`config.mk`:
```
export PLATFORM = sky130hd
export DESIGN_NAME = gomoku_board_renderer
export DESIGN_NICKNAME = d
export VERILOG_FILES = /design/src/rtl/gomoku_pkg.sv /design/src/rtl/gomoku_board_renderer_cell_tracker.sv /design/src/rtl/gomoku_board_renderer.sv
export SDC_FILE = /design/constraint.sdc
export NUM_CORES = 1
export LEC_CHECK = 0
export ABC_AREA = 1
export BUFFER_PORTS_ARGS = -buffer_cell sky130_fd_sc_hd__buf_2
export CAP_MARGIN = 20
export CORE_MARGIN = 2
export CORE_UTILIZATION = 63
export CTS_BUF_LIST = sky130_fd_sc_hd__clkbuf_2 sky130_fd_sc_hd__clkbuf_4 sky130_fd_sc_hd__clkbuf_8
export CTS_CLUSTER_SIZE = 16
export DETAILED_ROUTE_END_ITERATION = 10
export GPL_TIMING_DRIVEN = 0
export PLACE_DENSITY = 0.94
export SLEW_MARGIN = 0
export SYNTH_ARGS = -nofsm -noshare
export SYNTH_HDL_FRONTEND = slang
export SYNTH_HIERARCHICAL = 1
export SYNTH_SLANG_ARGS = --single-unit
```
`constraint.sdc`:
```
create_clock -name clk -period 8.2 [get_ports clk]
set_input_delay 0.82 -clock clk [delete_from_list [all_inputs] [get_ports clk]]
set_output_delay 0.82 -clock clk [all_outputs]
set_load 0.03 [all_outputs]
```
`src/rtl/gomoku_pkg.sv`:
```
// Shared types and palette for the gomoku display path.
// Cell codes, 12-bit colour struct, fixed colours.
package gomoku_pkg;

  typedef enum logic [1:0] {
    EMPTY = 2'd0,
    BLACK = 2'd1,
    WHITE = 2'd2
  } cell_e;

  typedef struct packed {
    logic [3:0] r;
    logic [3:0] g;
    logic [3:0] b;
  } rgb12_t;

  localparam rgb12_t COL_OFF    = 12'h000;
  localparam rgb12_t COL_BG     = 12'h234;
  localparam rgb12_t COL_WOOD   = 12'hC90;
  localparam rgb12_t COL_GRID   = 12'h000;
  localparam rgb12_t COL_BLACK  = 12'h111;
  localparam rgb12_t COL_WHITE  = 12'hFFF;
  localparam rgb12_t COL_CURSOR = 12'hF00;

endpackage

```
`src/rtl/gomoku_board_renderer_cell_tracker.sv`:
```
// Tracks cell index and in-cell offset along one raster axis.
// Next-state index is exported so the board RAM sees it a clock early.
module cell_tracker
  import gomoku_pkg::*;
#(
  parameter int ORIGIN  = 110,
  parameter int CELL_PX = 28,
  parameter int BOARD_N = 15,
  localparam int IW = $clog2(BOARD_N),
  localparam int OW = $clog2(CELL_PX)
) (
  input  logic          clk,
  input  logic          rst,
  input  logic          stb_i,
  input  logic [9:0]    cnt_i,
  output logic [IW-1:0] idx_d_o,
  output logic [IW-1:0] idx_q_o,
  output logic [OW-1:0] off_q_o,
  output logic          vld_q_o
);

  logic [IW-1:0] idx_q, idx_d;
  logic [OW-1:0] off_q, off_d;
  logic          vld_q, vld_d;

  always_comb begin
    idx_d = idx_q;
    off_d = off_q;
    vld_d = vld_q;
    if (stb_i) begin
      if (cnt_i == '0) begin
        vld_d = 1'b0;
      end else if (cnt_i == 10'(ORIGIN)) begin
        idx_d = '0;
        off_d = '0;
        vld_d = 1'b1;
      end else if (vld_q) begin
        if (off_q == OW'(CELL_PX - 1)) begin
          off_d = '0;
          if (idx_q == IW'(BOARD_N - 1)) vld_d = 1'b0;
          else idx_d = idx_q + 1'b1;
        end else begin
          off_d = off_q + 1'b1;
        end
      end
    end
  end

  always_ff @(posedge clk) begin
    if (rst) begin
      idx_q <= '0;
      off_q <= '0;
      vld_q <= 1'b0;
    end else begin
      idx_q <= idx_d;
      off_q <= off_d;
      vld_q <= vld_d;
    end
  end

  assign idx_d_o = idx_d;
  assign idx_q_o = idx_q;
  assign off_q_o = off_q;
  assign vld_q_o = vld_q;

endmodule

```
`src/rtl/gomoku_board_renderer.sv`:
```
// Gomoku board pixel renderer: 3-stage stall-able pipeline
// producing grid, stones and blinking cursor, with matched syncs.
module gomoku_board_renderer
  import gomoku_pkg::*;
#(
  parameter int BOARD_N      = 15,
  parameter int CELL_PX      = 28,
  parameter int ORIGIN_X     = 110,
  parameter int ORIGIN_Y     = 30,
  parameter int STONE_R      = 11,
  parameter int BLINK_FRAMES = 30,
  localparam int AW = $clog2(BOARD_N * BOARD_N),
  localparam int IW = $clog2(BOARD_N)
) (
  input  logic          clk,
  input  logic          rst,
  input  logic          pix_en,
  input  logic          valid_in,
  input  logic [9:0]    h_cnt,
  input  logic [9:0]    v_cnt,
  input  logic          hsync_in,
  input  logic          vsync_in,
  output logic [AW-1:0] board_addr,
  input  logic [1:0]    board_data,
  input  logic          cursor_en,
  input  logic [IW-1:0] cursor_row,
  input  logic [IW-1:0] cursor_col,
  output logic [3:0]    vga_red,
  output logic [3:0]    vga_grn,
  output logic [3:0]    vga_blu,
  output logic          hsync,
  output logic          vsync
);

  localparam int OW = $clog2(CELL_PX);
  localparam int FW = $clog2(BLINK_FRAMES + 1);
  localparam logic [OW-1:0] OFF_LAST = OW'(CELL_PX - 1);
  localparam logic [OW-1:0] OFF_RING = OW'(CELL_PX - 2);
  localparam logic signed [5:0] HALF = 6'(CELL_PX / 2);
  localparam logic [11:0] R2 = 12'(STONE_R * STONE_R);

  // S1: tracker state lives inside the trackers
  logic [IW-1:0] col_d, col_q, row_d, row_q;
  logic [OW-1:0] xoff_q, yoff_q;
  logic          col_vld_q, row_vld_q;
  logic          row_stb;

  assign row_stb = pix_en & (h_cnt == '0);

  cell_tracker #(
    .ORIGIN (ORIGIN_X),
    .CELL_PX(CELL_PX),
    .BOARD_N(BOARD_N)
  ) u_col (
    .clk    (clk),
    .rst    (rst),
    .stb_i  (pix_en),
    .cnt_i  (h_cnt),
    .idx_d_o(col_d),
    .idx_q_o(col_q),
    .off_q_o(xoff_q),
    .vld_q_o(col_vld_q)
  );

  cell_tracker #(
    .ORIGIN (ORIGIN_Y),
    .CELL_PX(CELL_PX),
    .BOARD_N(BOARD_N)
  ) u_row (
    .clk    (clk),
    .rst    (rst),
    .stb_i  (row_stb),
    .cnt_i  (v_cnt),
    .idx_d_o(row_d),
    .idx_q_o(row_q),
    .off_q_o(yoff_q),
    .vld_q_o(row_vld_q)
  );

  // RAM registers this alongside S1, so data is ready for S2
  assign board_addr = AW'(row_d) * AW'(BOARD_N) + AW'(col_d);

  logic s1_vld_q, s1_hs_q, s1_vs_q;

  // Blink phase
  logic          vs_prev_q, phase_q;
  logic [FW-1:0] frame_q;

  always_ff @(posedge clk) begin
    if (rst) begin
      vs_prev_q <= 1'b1;
      frame_q   <= '0;
      phase_q   <= 1'b0;
    end else if (pix_en) begin
      vs_prev_q <= vsync_in;
      if (!vs_prev_q && vsync_in) begin
        if (frame_q == FW'(BLINK_FRAMES - 1)) begin
          frame_q <= '0;
          phase_q <= ~phase_q;
        end else begin
          frame_q <= frame_q + 1'b1;
        end
      end
    end
  end

  // S2 flags from S1 state
  logic signed [5:0]  dx, dy;
  logic signed [11:0] dx2, dy2;
  logic [11:0]        d2;
  logic               ring, cur_hit, stone_hit, grid_hit;

  assign dx  = $signed(6'(xoff_q)) - HALF;
  assign dy  = $signed(6'(yoff_q)) - HALF;
  assign dx2 = 12'(dx) * 12'(dx);
  assign dy2 = 12'(dy) * 12'(dy);
  assign d2  = $unsigned(dx2) + $unsigned(dy2);
  assign stone_hit = (d2 <= R2);

  assign ring = (xoff_q == OW'(1)) | (xoff_q == OFF_RING) |
                (yoff_q == OW'(1)) | (yoff_q == OFF_RING);
  assign cur_hit = cursor_en & ~phase_q & ring &
                   (row_q == cursor_row) & (col_q == cursor_col);
  assign grid_hit = (xoff_q == '0) | (yoff_q == '0) |
                    ((col_q == IW'(BOARD_N - 1)) & (xoff_q == OFF_LAST)) |
                    ((row_q == IW'(BOARD_N - 1)) & (yoff_q == OFF_LAST));

  logic       s2_vld_q, s2_hs_q, s2_vs_q, s2_inb_q;
  logic       s2_cur_q, s2_stone_q, s2_grid_q;
  logic [1:0] s2_cell_q;

  always_ff @(posedge clk) begin
    if (rst) begin
      s1_vld_q   <= 1'b0;
      s1_hs_q    <= 1'b1;
      s1_vs_q    <= 1'b1;
      s2_vld_q   <= 1'b0;
      s2_hs_q    <= 1'b1;
      s2_vs_q    <= 1'b1;
      s2_inb_q   <= 1'b0;
      s2_cur_q   <= 1'b0;
      s2_stone_q <= 1'b0;
      s2_grid_q  <= 1'b0;
      s2_cell_q  <= '0;
    end else if (pix_en) begin
      s1_vld_q   <= valid_in;
      s1_hs_q    <= hsync_in;
      s1_vs_q    <= vsync_in;
      s2_vld_q   <= s1_vld_q;
      s2_hs_q    <= s1_hs_q;
      s2_vs_q    <= s1_vs_q;
      s2_inb_q   <= col_vld_q & row_vld_q;
      s2_cur_q   <= cur_hit;
      s2_stone_q <= stone_hit;
      s2_grid_q  <= grid_hit;
      s2_cell_q  <= board_data;
    end
  end

  // S3 colour mux, highest priority first
  rgb12_t pix_d, pix_q;
  logic   hs_q, vs_q;

  always_comb begin
    pix_d = COL_WOOD;
    if (!s2_vld_q) pix_d = COL_OFF;
    else if (!s2_inb_q) pix_d = COL_BG;
    else if (s2_cur_q) pix_d = COL_CURSOR;
    else if (s2_stone_q && s2_cell_q == BLACK) pix_d = COL_BLACK;
    else if (s2_stone_q && s2_cell_q == WHITE) pix_d = COL_WHITE;
    else if (s2_grid_q) pix_d = COL_GRID;
  end

  always_ff @(posedge clk) begin
    if (rst) begin
      pix_q <= COL_OFF;
      hs_q  <= 1'b1;
      vs_q  <= 1'b1;
    end else if (pix_en) begin
      pix_q <= pix_d;
      hs_q  <= s2_hs_q;
      vs_q  <= s2_vs_q;
    end
  end

  assign vga_red = pix_q.r;
  assign vga_grn = pix_q.g;
  assign vga_blu = pix_q.b;
  assign hsync   = hs_q;
  assign vsync   = vs_q;

endmodule

```
After elaboration in Yosys (flattened, before gate mapping)
Cells that the tools add are included.
{"block": "totals", "mem_bits_rw": 0, "romBits": 0, "latch_bits": 0, "mem_count": 0, "output_inout_bits": 22, "register_bits": 52, "elab_cells": 118}
{"block": "classes", "n_bitwise": 17, "n_reduce_logical": 14, "mul": 3, "add_sub_neg": 9, "mux": 35, "shifts": 0, "eq_ne": 15, "n_div": 0, "n_lt_le_gt_ge": 1}
{"cell": "two-way mux 12 bit", "count": 6}
{"cell": "two-way mux 4 bit", "count": 12}
{"cell": "two-way mux 5 bit", "count": 7}
{"cell": "== test 5 bit, second input constant", "count": 5}
{"cell": "multiplier 6 x 6 -> 12 bit", "count": 2}
{"cell": "logical NOT 10 bit", "count": 2}
{"cell": "adder 5 x 1 -> 5 bit, second input constant", "count": 3}
{"cell": "adder 12 bit", "count": 1}
{"cell": "less-or-equal comparator 12 x 7 -> 1 bit, second input constant", "count": 1}
{"cell": "subtractor 5 x 4 -> 6 bit, second input constant", "count": 2}
{"cell": "== test 10 x 5 -> 1 bit, second input constant", "count": 1}
{"cell": "== test 10 x 7 -> 1 bit, second input constant", "count": 1}
{"cell": "== test 5 x 1 -> 1 bit, second input constant", "count": 2}
{"cell": "logical NOT 5 bit", "count": 2}
{"cell": "two-way mux 1 bit", "count": 10}
{"cell": "AND reduction 3 bit", "count": 3}
{"cell": "adder 4 x 1 -> 4 bit, second input constant", "count": 2}
{"cell": "adder 8 x 4 -> 8 bit", "count": 1}
{"cell": "bitwise AND 1 bit", "count": 8}
{"cell": "== test 4 bit", "count": 2}
{"cell": "== test 4 bit, second input constant", "count": 2}
{"cell": "multiplier 4 x 4 -> 8 bit, second input constant", "count": 1}
{"cell": "OR 1 bit", "count": 6}
{"cell": "nonzero test 2 bit", "count": 2}
{"cell": "other kinds (6)", "count": 10}

Longest topological paths before layout
Gate-level depths: netlist of run 1.
{"block": "logic_depth", "ltp_word": 9, "depth_mapped": 29}

By module
The synthesis of run 1 kept the hierarchy.
{"mod": "gomoku_board_renderer", "area_each_um2": 4456.8, "instances": 1, "cells_per_inst": 582}
{"mod": "cell_tracker at u_col", "area_each_um2": 819.5, "instances": 1, "cells_per_inst": 131}
{"mod": "cell_tracker at u_row", "area_each_um2": 809.5, "instances": 1, "cells_per_inst": 130}

Least setup slack after synthesis of run 1
No wires, ideal clock.
{"block": "synth_path", "path_type": "input to output", "startpoint": "input pix_en", "endpoint": "output board_addr[6]", "required_time_ns": 7.380, "t_arrival_ns": 5.253, "setup_slack_ns": 2.127, "cell_stages": 24, "path_buffers": 0, "cell_sequence": "inv_1 > nor4_1 > nand2_1 > nor4_1 > inv_2 > nor2_8 > nand3_1 > nand2_1 > nand2_2 > inv_1 > fa_1 > inv_1 > fa_1 > fa_1 > inv_1 > ha_1 > a21oi_1 > inv_1 > a31oi_1 > nor2_1 > nor2_1 > nor2_1 > nor2_1 > xor2_1"}
{"block": "synth_via", "elab_chain_len": 4}
{"element": "start, declared", "line_no": "gomoku_board_renderer.sv:17", "text": "input logic pix_en,"}
{"element": "bitwise AND 1 bit", "line_no": "gomoku_board_renderer.sv:48", "text": "assign row_stb = pix_en & (h_cnt == '0);"}
{"element": "via row_stb", "line_no": "gomoku_board_renderer.sv:46", "text": "logic row_stb;"}
{"element": "two-way mux 4 bit", "line_no": "gomoku_board_renderer_cell_tracker.sv:30", "text": "if (stb_i) begin"}
{"element": "via row_d[2]", "line_no": "gomoku_board_renderer.sv:43", "text": "logic [IW-1:0] col_d, col_q, row_d, row_q;"}
{"element": "multiplier 4 x 4 -> 8 bit", "line_no": "gomoku_board_renderer.sv:81", "text": "assign board_addr = AW'(row_d) * AW'(BOARD_N) + AW'(col_d);"}
{"element": "adder 8 x 4 -> 8 bit", "line_no": "gomoku_board_renderer.sv:81"}
{"element": "end, declared", "line_no": "gomoku_board_renderer.sv:23", "text": "output logic [AW-1:0] board_addr,"}
The timed path passes the listed nets, and every way through them passes these cells.

Worst setup path in the final report of run 1
Ends and elaborated chain as after synthesis.

==> implementation parameters, run 1 <==
Parameter                              Value

Floorplanning
  IO Pins    59
  Width of the die    102 um
  Initial core utilization    65.2%
  Std cell rows    35
  Die outline area    10,500 um^2
  DIE HEIGHT    102 um
  Area of the core    9330 um^2

Global routing
  Vias in the first global route    5,305
  Final global-route overflow total    0
  Overall Global Routing Usage    26.2%
  Maximum number of pins on one net before global-route repair    17
  Number of antenna violations at the first check in global routing    0
  Wire length of the first global-routing pass    22,100 um

Yosys
  Fraction of synthesized cell area taken by the top area cell type    21.1%
  Fraction of synthesis flops using an asynchronous set or reset pin    0%
  Primary flip-flop cell chosen by synthesis mapping    dfxtp_1
  Synth unique cells    41
  Number of synthesized flops with an enable pin    0
  Number of warnings reported in the yosys synthesis log    6
  Cell count after synthesis    843
  Number of nets produced by synthesis    1,003
  Sequential share of the synthesized area    15.8%
  Register bit count reported by yosys    48
  Avg Synthesized Cell Area    7.22 um^2
  Largest area contributor in the synthesized netlist    fa_1
  Cell types with the largest area share after synthesis    fa_1 (21%), dfxtp_1 (16%), ha_1 (12%)
  Post-synthesis cell area    6090 um^2

Setup path
  Source of the worst register-to-register timing path    u_col/off_q_o[2]$_SDFFE_PP0P_
  Levels on crit path    26
  Startpoint Class    primary input
  Critical R2R Capture    s2_stone_q$_SDFFE_PP0P_
  Highest-delay cell along the critical path    nor4_1
  Crit. End Element    primary output
  Critical path start-end classification    primary input to primary output
  Register-to-register setup slack    1.64 ns
  Category of cells accounting for the largest share of critical-path delay    simple AND/OR/NAND/NOR gates
  Worst-path maximum fanout    10
  WP buf/inv    8
  Most repeated library cell on the critical path    inv_1
  Critical Path Max Stage Delay    0.78 ns
  Crit path DAT    6.33 ns
  Worst endpoint required time    7.38 ns
  Worst Reg2Reg Path Length in Cells    29

Timing
  Shortest period the worst path allows    7.15 ns
  RSZ-0062 raised after global routing    false
  Worst Clk Skew    0.00436 ns
  Worst hold slack    0.464 ns
  Total of endpoints with negative setup slack in the final report    0
  Achievable Freq    0.140 GHz
  Slew @ Worst Pin    1.02 ns
  Final-report hold violation count    0
  Final worst path period share    87.2%
  Total count of max-transition violations in the final report    0
  Final total negative setup slack    0 ns
  Worst slew margin relative to its limit    31.1%

Clock network
  PostCTS Resize Cnt    0
  # H-tree levels    2
  Max Root-Sink Buffers    2
  Num CTS Buffers    5
  Number of setup buffers added after CTS    0
  Clk_lat worst skew    0.31 ns
  Number of clock sinks    48
  CTS tree    built
  Clock-pin slew of the registers on the worst-case setup and hold paths    0.09 ns
  Hold buffer count at CTS    0
  Cell at the root of the clock tree    clkbuf_8

Cells and area
  Diode count    0
  Final layout net count    1,068
  Multi-input gate area in the final layout    4330 um^2
  Most common cell after layout, fill and taps aside    inv_1
  Sequential cell area    961 um^2
  Area Overhead vs Synth    9.33%
  Highest-count cells in the layout ignoring fill and taps    inv_1 (181), nand2_1 (158), nor2_1 (117)
  Fraction of layout instances using a drive strength above 1    13.2%
  Total of fill cells in the finished design    703

Place
  Port Buffer Count    58
  Placed wire-length estimate    10,900 um
  Placer Congestion    0.972

Route
  Number of DRC markers after the initial detailed-route iteration    384
  Post-DR wirelength/cell    12.4 um
  Vias per Instance    5.25
  Total Routed Length    12,900 um
  Final ANT Viol Nets    0
  Number of vias in the routed layout    5,445
  Detailed-routing iteration count for the pre-antenna-repair pass    5
  DRC    0

Hold path
  Min-Delay Startpoint    vga_red[1]$_SDFFE_PP0P_
  Hold-critical path depth    2
  Min-Delay Endpoint    vga_red[1]$_SDFFE_PP0P_
  Class of the tightest hold or removal check    flop to flop

Power and ir drop
  Comb power frac    11.1%
  Switching component of the power    0.000123 W
  Cell leakage power    3.47 nW
  Seq pwr share    51.0%
  Switching fraction of total power    26.0%
  Pwr dens    71.0 nW/um^2
  Clk network pwr share    37.9%
  Maximum resistive drop on vdd    0.0786 mV
  Internal portion of total power    0.000350 W

Flow run
  Max-capacitance violation count    0

Run status
  Run status    complete, no violations
-- metal layers --
metal	global-route usage (%)	up-vias	part of all wire, %
li1	-	2693	-
met1	33.4	2526	42
met2	46.4	185	50
met3	3.01	41	5.0
met4	8.41	0	2.6
met5	0	-	0
-- final cells by class --
class	count	share of cell area, %
clock buffer	5	1.03
buffer	15	1.24
clock inverter	3	0.715
multi-input combinational	591	65.1
sequential	48	14.4
timing repair buffer	58	4.36
inverter	189	10.7
tap	129	2.43
-- worst max-delay path by stage --
stage / slack [ns] / to / startpoint
after global placement: 1.35 / board_addr[6] / pix_en
final: 1.05 / board_addr[6] / pix_en
after CTS: 1.07 / board_addr[6] / pix_en
after floorplan: 2.13 / board_addr[6] / pix_en
after detailed placement: 1.10 / board_addr[6] / pix_en
after global routing: 0.62 / board_addr[6] / pix_en
-- cell usage after synthesis, types with 2 or more instances --
cell,instances
inv_2,7
o21ai_0,15
a21oi_1,30
nor3_2,4
nand2_1,158
nor2_1,117
nand4_1,13
nand3_1,52
a31oi_1,2
xor2_1,17
ha_1,59
nor3_1,5
buf_4,6
nor2_4,6
clkbuf_1,4
nand3_2,5
nand2_2,9
a21oi_2,2
nor2_2,5
buf_1,2
fa_1,64
nor2_8,2
a211oi_1,2
buf_2,3
inv_1,181
nor4_1,5
xnor2_1,7
dfxtp_1,48
-- flip-flops by register name, indices dropped and copies added, names as in the netlist, 2 cells and up --
register and cells:
u_col/off_q_o 5, u_row/idx_q_o 4, s2_cell_q 2, vga_red 3, u_col/idx_q_o 4, frame_q 5, vga_grn 4, u_row/off_q_o 5
-- worst reg2reg max path: cells and delay by family, from the launching register on --
kind / cells / cell delay [ns]
adders and majority gates: 9 / 4.00
DFF: 1 / 0.44
AOI/OAI and AO/OA: 2 / 0.24
and+or+nand+nor: 10 / 1.19
buffers and inverters: 8 / 0.63
-- metrics by stage --
| step | total power [W] | setup slack, ns | instance area, um^2 | utilization [%] | instances |
|---|---|---|---|---|---|
| after detailed placement | 0.000298 | 1.10 | 6540 | 70.1 | 1030 |
| after global routing | 0.000489 | 0.620 | 6650 | 71.3 | 1038 |
| after floorplan | 0.000278 | 2.13 | 6090 | - | 843 |
| after global placement | 0.000295 | 1.35 | 6540 | 70.1 | 1030 |
| final | 0.000473 | 1.05 | 6650 | 71.3 | 1038 |
| after CTS | 0.000471 | 1.07 | 6650 | 71.3 | 1038 |
-- logic make-up after synthesis --
| kind of cell | Yosys count | share of synthesized area [%] |
|---|---|---|
| and+or+nand+nor | 385 | 28.8 |
| xor gates and xnor gates | 25 | 3.72 |
| AOI/OAI and AO/OA | 58 | 5.47 |
| DFF | 48 | 15.8 |
| buffers and inverters | 204 | 13.0 |
| adders and majority gates | 123 | 33.2 |
-- power groups by stage --
| stage | clock, W | combinational, W | sequential [W] |
|---|---|---|---|
| after global routing | 0.000189 | 0.0000588 | 0.000241 |
| final | 0.000179 | 0.0000525 | 0.000241 |
| after CTS | 0.000178 | 0.0000523 | 0.000241 |
| after detailed placement | 0 | 0.0000517 | 0.000246 |
| after floorplan | 0 | 0.0000294 | 0.000248 |
| after global placement | 0 | 0.0000495 | 0.000246 |
Power figures use the tool's default switching activity.
==> inputs of run 2 (changes only) <==
--- a/config.mk
+++ b/config.mk
@@ -8,8 +8,10 @@
 export ABC_AREA = 1
 export BUFFER_PORTS_ARGS = -buffer_cell sky130_fd_sc_hd__buf_2
 export CAP_MARGIN = 20
+export CELL_PAD_IN_SITES_DETAIL_PLACEMENT = 2
+export CELL_PAD_IN_SITES_GLOBAL_PLACEMENT = 2
 export CORE_MARGIN = 2
-export CORE_UTILIZATION = 63
+export CORE_UTILIZATION = 36
 export CTS_BUF_LIST = sky130_fd_sc_hd__clkbuf_2 sky130_fd_sc_hd__clkbuf_4 sky130_fd_sc_hd__clkbuf_8
 export CTS_CLUSTER_SIZE = 16
 export DETAILED_ROUTE_END_ITERATION = 10
==> run 2 against run 1 <==
Final cell count increased by 8.9%; global-route usage decreased by 2.1 points; combinational power increased by 7.4%; clock-buffer cell count unchanged; power increased by 2.7%; sequential share of layout area decreased by 0.25 points; largest power group unchanged; maximum frequency up 3.4%.
==> implementation parameters, run 2 (same netlist as run 1, synthesis figures left out) <==
Parameter                              Value

Setup path
  Worst endpoint required time    7.38 ns (about the same)
  Critical path start-end classification    primary input to primary output (unchanged)
  Crit path DAT    6.09 ns (was 6.33 ns)
  Startpoint Class    primary input (unchanged)
  Worst-path maximum fanout    10 (unchanged)
  Crit. End Element    primary output (unchanged)

Power and ir drop
  Clk network pwr share    38.6% (was 37.9%)
  Internal portion of total power    0.000350 W (about the same)
  Cell leakage power    3.47 nW (about the same)
  Seq pwr share    49.8% (was 51.0%)
  Pwr dens    71.7 nW/um^2 (was 71.0 nW/um^2)
  Switching fraction of total power    27.9% (was 26.0%)
  Switching component of the power    0.000135 W (was 0.000123 W)
  Maximum resistive drop on vdd    0.0797 mV (was 0.0786 mV)
  Comb power frac    11.6% (was 11.1%)

Floorplanning
  Std cell rows    47 (was 35)
  Area of the core    16,600 um^2 (was 9330 um^2)
  DIE HEIGHT    134 um (was 102 um)
  IO Pins    59 (unchanged)
  Width of the die    134 um (was 102 um)
  Die outline area    18,000 um^2 (was 10,500 um^2)
  Initial core utilization    36.7% (was 65.2%)

Global routing
  Wire length of the first global-routing pass    33,900 um (was 22,100 um)
  Final global-route overflow total    0 (unchanged)
  Overall Global Routing Usage    24.1% (was 26.2%)
  Vias in the first global route    6,620 (was 5,305)
  Number of antenna violations at the first check in global routing    0 (unchanged)
  Maximum number of pins on one net before global-route repair    17 (unchanged)

Route
  Vias per Instance    5.04 (was 5.25)
  Number of DRC markers after the initial detailed-route iteration    157 (was 384)
  Detailed-routing iteration count for the pre-antenna-repair pass    4 (was 5)
  Final ANT Viol Nets    0 (unchanged)
  Number of vias in the routed layout    5,694 (was 5,445)
  DRC    0 (unchanged)
  Post-DR wirelength/cell    18.5 um (was 12.4 um)
  Total Routed Length    20,900 um (was 12,900 um)

Timing
  Worst slew margin relative to its limit    63.8% (was 31.1%)
  Total count of max-transition violations in the final report    0 (unchanged)
  Achievable Freq    0.145 GHz (was 0.140 GHz)
  Final worst path period share    84.3% (was 87.2%)
  Final total negative setup slack    0 ns (unchanged)
  Shortest period the worst path allows    6.91 ns (was 7.15 ns)
  Total of endpoints with negative setup slack in the final report    0 (unchanged)
  Final-report hold violation count    0 (unchanged)
  RSZ-0062 raised after global routing    false (unchanged)
  Slew @ Worst Pin    0.541 ns (was 1.02 ns)
  Worst Clk Skew    0.0107 ns (was 0.00436 ns)

Place
  Placed wire-length estimate    18,300 um (was 10,900 um)
  Port Buffer Count    58 (unchanged)
  Placer Congestion    0.843 (was 0.972)
  Cell area after placement    6660 um^2 (was 6540 um^2)

Clock network
  Hold buffer count at CTS    0 (unchanged)
  Num CTS Buffers    5 (unchanged)
  Clock-pin slew of the registers on the worst-case setup and hold paths    0.10 ns (was 0.09 ns)
  Clk_lat worst skew    0.32 ns (was 0.31 ns)
  # H-tree levels    2 (unchanged)
  Number of setup buffers added after CTS    0 (unchanged)
  CTS tree    built (unchanged)
  Cell at the root of the clock tree    clkbuf_8 (unchanged)
  Max Root-Sink Buffers    2 (unchanged)
  PostCTS Resize Cnt    0 (unchanged)
  Number of clock sinks    48 (unchanged)

Run status
  Run status    complete, no violations (unchanged)

Cells and area
  Area Overhead vs Synth    11.3% (was 9.33%)
  Fraction of layout instances using a drive strength above 1    13.3% (was 13.2%)
  Post-route design area    6770 um^2 (was 6650 um^2)
  Final layout net count    1,069 (was 1,068)
  Total of fill cells in the finished design    2,034 (was 703)
  Diode count    0 (unchanged)
  Most common cell after layout, fill and taps aside    inv_1 (unchanged)
  Highest-count cells in the layout ignoring fill and taps    inv_1 (181), nand2_1 (158), nor2_1 (117) (unchanged)

Flow run
  Max-capacitance violation count    0 (unchanged)

Hold path
  Class of the tightest hold or removal check    flop to flop (unchanged)
-- run 2: cell types whose count changed in the layout (fill, tap and decap cells not counted), sizes merged --
cell / previous run / this run
buf: 69 / 70
-- run 2: path summary, 6_finish.rpt --
kind,to,start,cells past startpoint,slack [ns]
min,vga_red[0]$_SDFFE_PP0P_,vga_red[0]$_SDFFE_PP0P_,2,0.47
min reg2reg,vga_red[0]$_SDFFE_PP0P_,vga_red[0]$_SDFFE_PP0P_,2,0.47
max reg2reg,s2_stone_q$_SDFFE_PP0P_,u_col/off_q_o[2]$_SDFFE_PP0P_,27,1.40
max,board_addr[6],pix_en,27,1.29
-- run 2: metrics by stage --
| step | worst slack (ns) | hold WS [ns] | std cells | total power [W] | utilization [%] |
|---|---|---|---|---|---|
| after floorplan | 2.13 | 0.429 | 843 | 0.000278 | - |
| after global placement | 1.03 | 0.436 | 1121 | 0.000298 | 40.1 |
| after detailed placement | 1.30 | 0.461 | 1122 | 0.000304 | 40.1 |
| after CTS | 1.27 | 0.476 | 1130 | 0.000490 | 40.8 |
| after global routing | 0.794 | 0.489 | 1130 | 0.000506 | 40.8 |
| final | 1.29 | 0.474 | 1130 | 0.000485 | 40.8 |
-- run 2: final cells by class --
type	instances	area (um^2)	share of cell area [%]
Tap cell	220	275	4.06
Clock buffer	5	68.8	1.02
Inverter	189	709	10.5
Sequential cell	48	961	14.2
Multi-Input combinational cell	591	4330	64.0
Clock inverter	3	47.5	0.702
Buffer	15	82.6	1.22
Timing Repair Buffer	59	295	4.36
-- run 2: worst max-delay path, stage by stage --
cell and delay, ns:
buf_2 0.22, inv_1 0.17, nor4_1 0.25, nand2_1 0.08, nor4_1 0.17, buf_2 0.24, inv_2 0.09, nor2_8 0.20
nand3_1 0.11, nand2_1 0.09, nand2_2 0.07, inv_1 0.30, fa_1 0.55, inv_1 0.14, fa_1 0.45, fa_1 0.49
inv_1 0.04, ha_1 0.35, a21oi_1 0.16, inv_1 0.06, a31oi_1 0.31, nor2_1 0.09, nor2_1 0.11, nor2_1 0.05
nor2_1 0.11, xor2_1 0.14, buf_2 0.21
-- run 2: per-layer routing --
metal  up-vias  track usage (%)  part of all wire, %
met1      2862             26.0                   39
met3        44             3.02                  2.3
met2        92             47.4                   55
met5         -                0                    0
li1       2696                -                    -
met4         0             8.95                  3.9
-- run 2: power groups by stage --
stage	clock, W	combinational (W)	sequential, W
finish	0.000187	0.0000564	0.000242
global route	0.000201	0.0000629	0.000242
floorplan	0	0.0000294	0.000248
CTS	0.000191	0.0000571	0.000242
detailed placement	0	0.0000565	0.000247
global placement	0	0.0000522	0.000246
==> inputs of run 3 (changes only) <==
==> constraint.sdc (replaced) <==
create_clock -name clk -period 6.95 [get_ports clk]
set_input_delay 0.695 -clock clk [delete_from_list [all_inputs] [get_ports clk]]
set_output_delay 0.695 -clock clk [all_outputs]
set_load 0.03 [all_outputs]
==> run 3 against run 2 <==
Cell area up 0.89%; sequential power grew 18%; sequential share of layout area fell by 0.11 points; via count is 0.53% higher; register-to-register slack worse by 1.0 ns; largest cell class unchanged; global-route usage unchanged; clock skew fell by 0.0020 ns; clock-buffer cell count unchanged.
==> implementation parameters, run 3 (same netlist as run 1, synthesis figures left out) <==
Parameter                              Value

Run status
  Run status    complete, no violations (unchanged)

Floorplanning
  Area of the core    16,600 um^2 (unchanged)
  Initial core utilization    36.7% (unchanged)
  DIE HEIGHT    134 um (unchanged)
  Width of the die    134 um (unchanged)
  Std cell rows    47 (unchanged)
  IO Pins    59 (unchanged)
  Die outline area    18,000 um^2 (unchanged)

Flow run
  Max-capacitance violation count    0 (unchanged)

Setup path
  Critical path start-end classification    primary input to primary output (unchanged)
  Category of cells accounting for the largest share of critical-path delay    adder cells (unchanged)
  Worst-path maximum fanout    10 (unchanged)
  Highest-delay cell along the critical path    fa_1 (unchanged)
  Worst endpoint required time    6.25 ns (was 7.38 ns)
  Critical Path Max Stage Delay    0.62 ns (was 0.55 ns)
  Startpoint Class    primary input (unchanged)
  Crit. End Element    primary output (unchanged)
  Crit path DAT    5.89 ns (was 6.09 ns)
  WP buf/inv    9 (unchanged)
  Most repeated library cell on the critical path    inv_1 (unchanged)

Cells and area
  Area Overhead vs Synth    12.3% (was 11.3%)
  Final layout net count    1,073 (was 1,069)
  Most common cell after layout, fill and taps aside    inv_1 (unchanged)
  Multi-input gate area in the final layout    4360 um^2 (was 4330 um^2)
  Sequential cell area    962 um^2 (was 961 um^2)
  Fraction of layout instances using a drive strength above 1    14.7% (was 13.3%)
  Highest-count cells in the layout ignoring fill and taps    inv_1 (179), nand2_1 (158), nor2_1 (113) (was inv_1 (181), nand2_1 (158), nor2_1 (117))
  Total of fill cells in the finished design    2,015 (was 2,034)
  Diode count    0 (unchanged)
  Post-route design area    6830 um^2 (was 6770 um^2)

Route
  Final ANT Viol Nets    0 (unchanged)
  Total Routed Length    21,900 um (was 20,900 um)
  Detailed-routing iteration count for the pre-antenna-repair pass    4 (unchanged)
  Number of DRC markers after the initial detailed-route iteration    188 (was 157)
  DRC    0 (unchanged)
  Post-DR wirelength/cell    19.3 um (was 18.5 um)
  Vias per Instance    5.05 (was 5.04)
  Number of vias in the routed layout    5,724 (was 5,694)

Clock network
  Clk_lat worst skew    0.32 ns (about the same)
  Hold buffer count at CTS    0 (unchanged)
  # H-tree levels    2 (unchanged)
  Max Root-Sink Buffers    2 (unchanged)
  Clock-pin slew of the registers on the worst-case setup and hold paths    0.10 ns (about the same)
  Cell at the root of the clock tree    clkbuf_8 (unchanged)
  Number of clock sinks    48 (unchanged)
  Num CTS Buffers    5 (unchanged)
  CTS tree    built (unchanged)

Place
  Placer Congestion    0.843 (unchanged)
  Setup slack after placement    0.126 ns (was 1.30 ns)
  Port Buffer Count    58 (unchanged)
  Cell area after placement    6660 um^2 (unchanged)
  Placed wire-length estimate    18,300 um (unchanged)

Timing
  Slew @ Worst Pin    0.571 ns (was 0.541 ns)
  Total of endpoints with negative setup slack in the final report    0 (unchanged)
  Final total negative setup slack    0 ns (unchanged)
  Worst slew margin relative to its limit    61.6% (was 63.8%)
  Final-report hold violation count    0 (unchanged)
  Worst hold slack    0.474 ns (about the same)
  Final worst path period share    94.8%
  Worst Clk Skew    0.00869 ns (was 0.0107 ns)
  Achievable Freq    0.152 GHz
  Final Worst Setup Slack    0.364 ns (was 1.29 ns)
  Shortest period the worst path allows    6.59 ns
  Total count of max-transition violations in the final report    0 (unchanged)

Global routing
  Overall Global Routing Usage    24.1% (unchanged)
  Final global-route overflow total    0 (unchanged)
  Vias in the first global route    6,620 (unchanged)
  Maximum number of pins on one net before global-route repair    17 (unchanged)
  Wire length of the first global-routing pass    33,900 um (unchanged)
  Number of antenna violations at the first check in global routing    0 (unchanged)

Power and ir drop
  Seq pwr share    49.7% (was 49.8%)
  Switching fraction of total power    28.0% (was 27.9%)
  Internal portion of total power    0.000413 W (was 0.000350 W)
  Cell leakage power    3.48 nW (was 3.47 nW)
  Clk network pwr share    38.5% (was 38.6%)
  Maximum resistive drop on vdd    0.0918 mV (was 0.0797 mV)
  Pwr dens    83.9 nW/um^2 (was 71.7 nW/um^2)
  Comb power frac    11.8% (was 11.6%)
  Switching component of the power    0.000161 W (was 0.000135 W)

Hold path
  Class of the tightest hold or removal check    flop to flop (unchanged)
==> run 3: changes by cell type in the layout (fill, tap and decap cells not counted) <==
cell        before  now
buf_4            6   11
nor2_1         117  113
nor2_2           5    9
inv_1          181  179
a31oi_1          2    1
a31oi_2          0    1
buf_2           62   61
clkinvlp_4       0    1
dfxtp_1         48   47
dfxtp_2          0    1
inv_2            7    8
nor4_1           5    4
nor4_2           0    1
==> run 3: tightest hold or removal path: cells and delay by family (launching register included) <==
| kind | cells | cell delay [ns] |
|---|---|---|
| AOI/OAI and AO/OA | 1 | 0.06 |
| and+or+nand+nor | 1 | 0.06 |
| DFF | 1 | 0.32 |
==> run 3: power by group through the flow <==
stage / registers, W / clock network (W) / logic (W)
floorplan: 0.000293 / 0 / 0.0000346
global route: 0.000286 / 0.000238 / 0.0000751
detailed placement: 0.000291 / 0 / 0.0000667
global placement: 0.000290 / 0 / 0.0000616
CTS: 0.000285 / 0.000226 / 0.0000674
finish: 0.000285 / 0.000221 / 0.0000676
==> run 3: path summary, 6_finish.rpt <==
check,from,to,slack [ns],cells past startpoint
min reg2reg,vga_red[0]$_SDFFE_PP0P_,vga_red[0]$_SDFFE_PP0P_,0.47,2
max,pix_en,board_addr[6],0.36,26
min,vga_red[0]$_SDFFE_PP0P_,vga_red[0]$_SDFFE_PP0P_,0.47,2
max reg2reg,u_col/off_q_o[1]$_SDFFE_PP0P_,s2_stone_q$_SDFFE_PP0P_,0.37,27
==> run 3: final cells by class <==
cell class,count,share of cell area [%]
Timing Repair Buffer,63,4.80
Tap cell,220,4.03
Sequential cell,48,14.1
Inverter,189,10.4
Clock inverter,3,0.696
Buffer,15,1.21
Clock buffer,5,1.01
Multi-Input combinational cell,591,63.7
==> run 3: per-stage QoR <==
step                      power (W)  std cells  util (%)
after floorplan            0.000327        843         -
after global placement     0.000352       1121      40.1
after global routing       0.000599       1134      41.2
after detailed placement   0.000358       1122      40.1
final                      0.000574       1134      41.2
after CTS                  0.000578       1130      40.8
==> run 3: what timing repair did <==
action,CTS,global route
buffers inserted,0,4
endpoints found under the setup margin,0,2
hold endpoints to repair,0,0
resized for setup,0,10
==> run 3: per-layer routing <==
layer	up-vias	GRT usage (%)	wire length, um
li1	2707	-	-
met1	2871	26.0	8470
met4	0	8.95	772
met2	101	47.4	12200
met3	45	3.02	441
met5	-	0	0
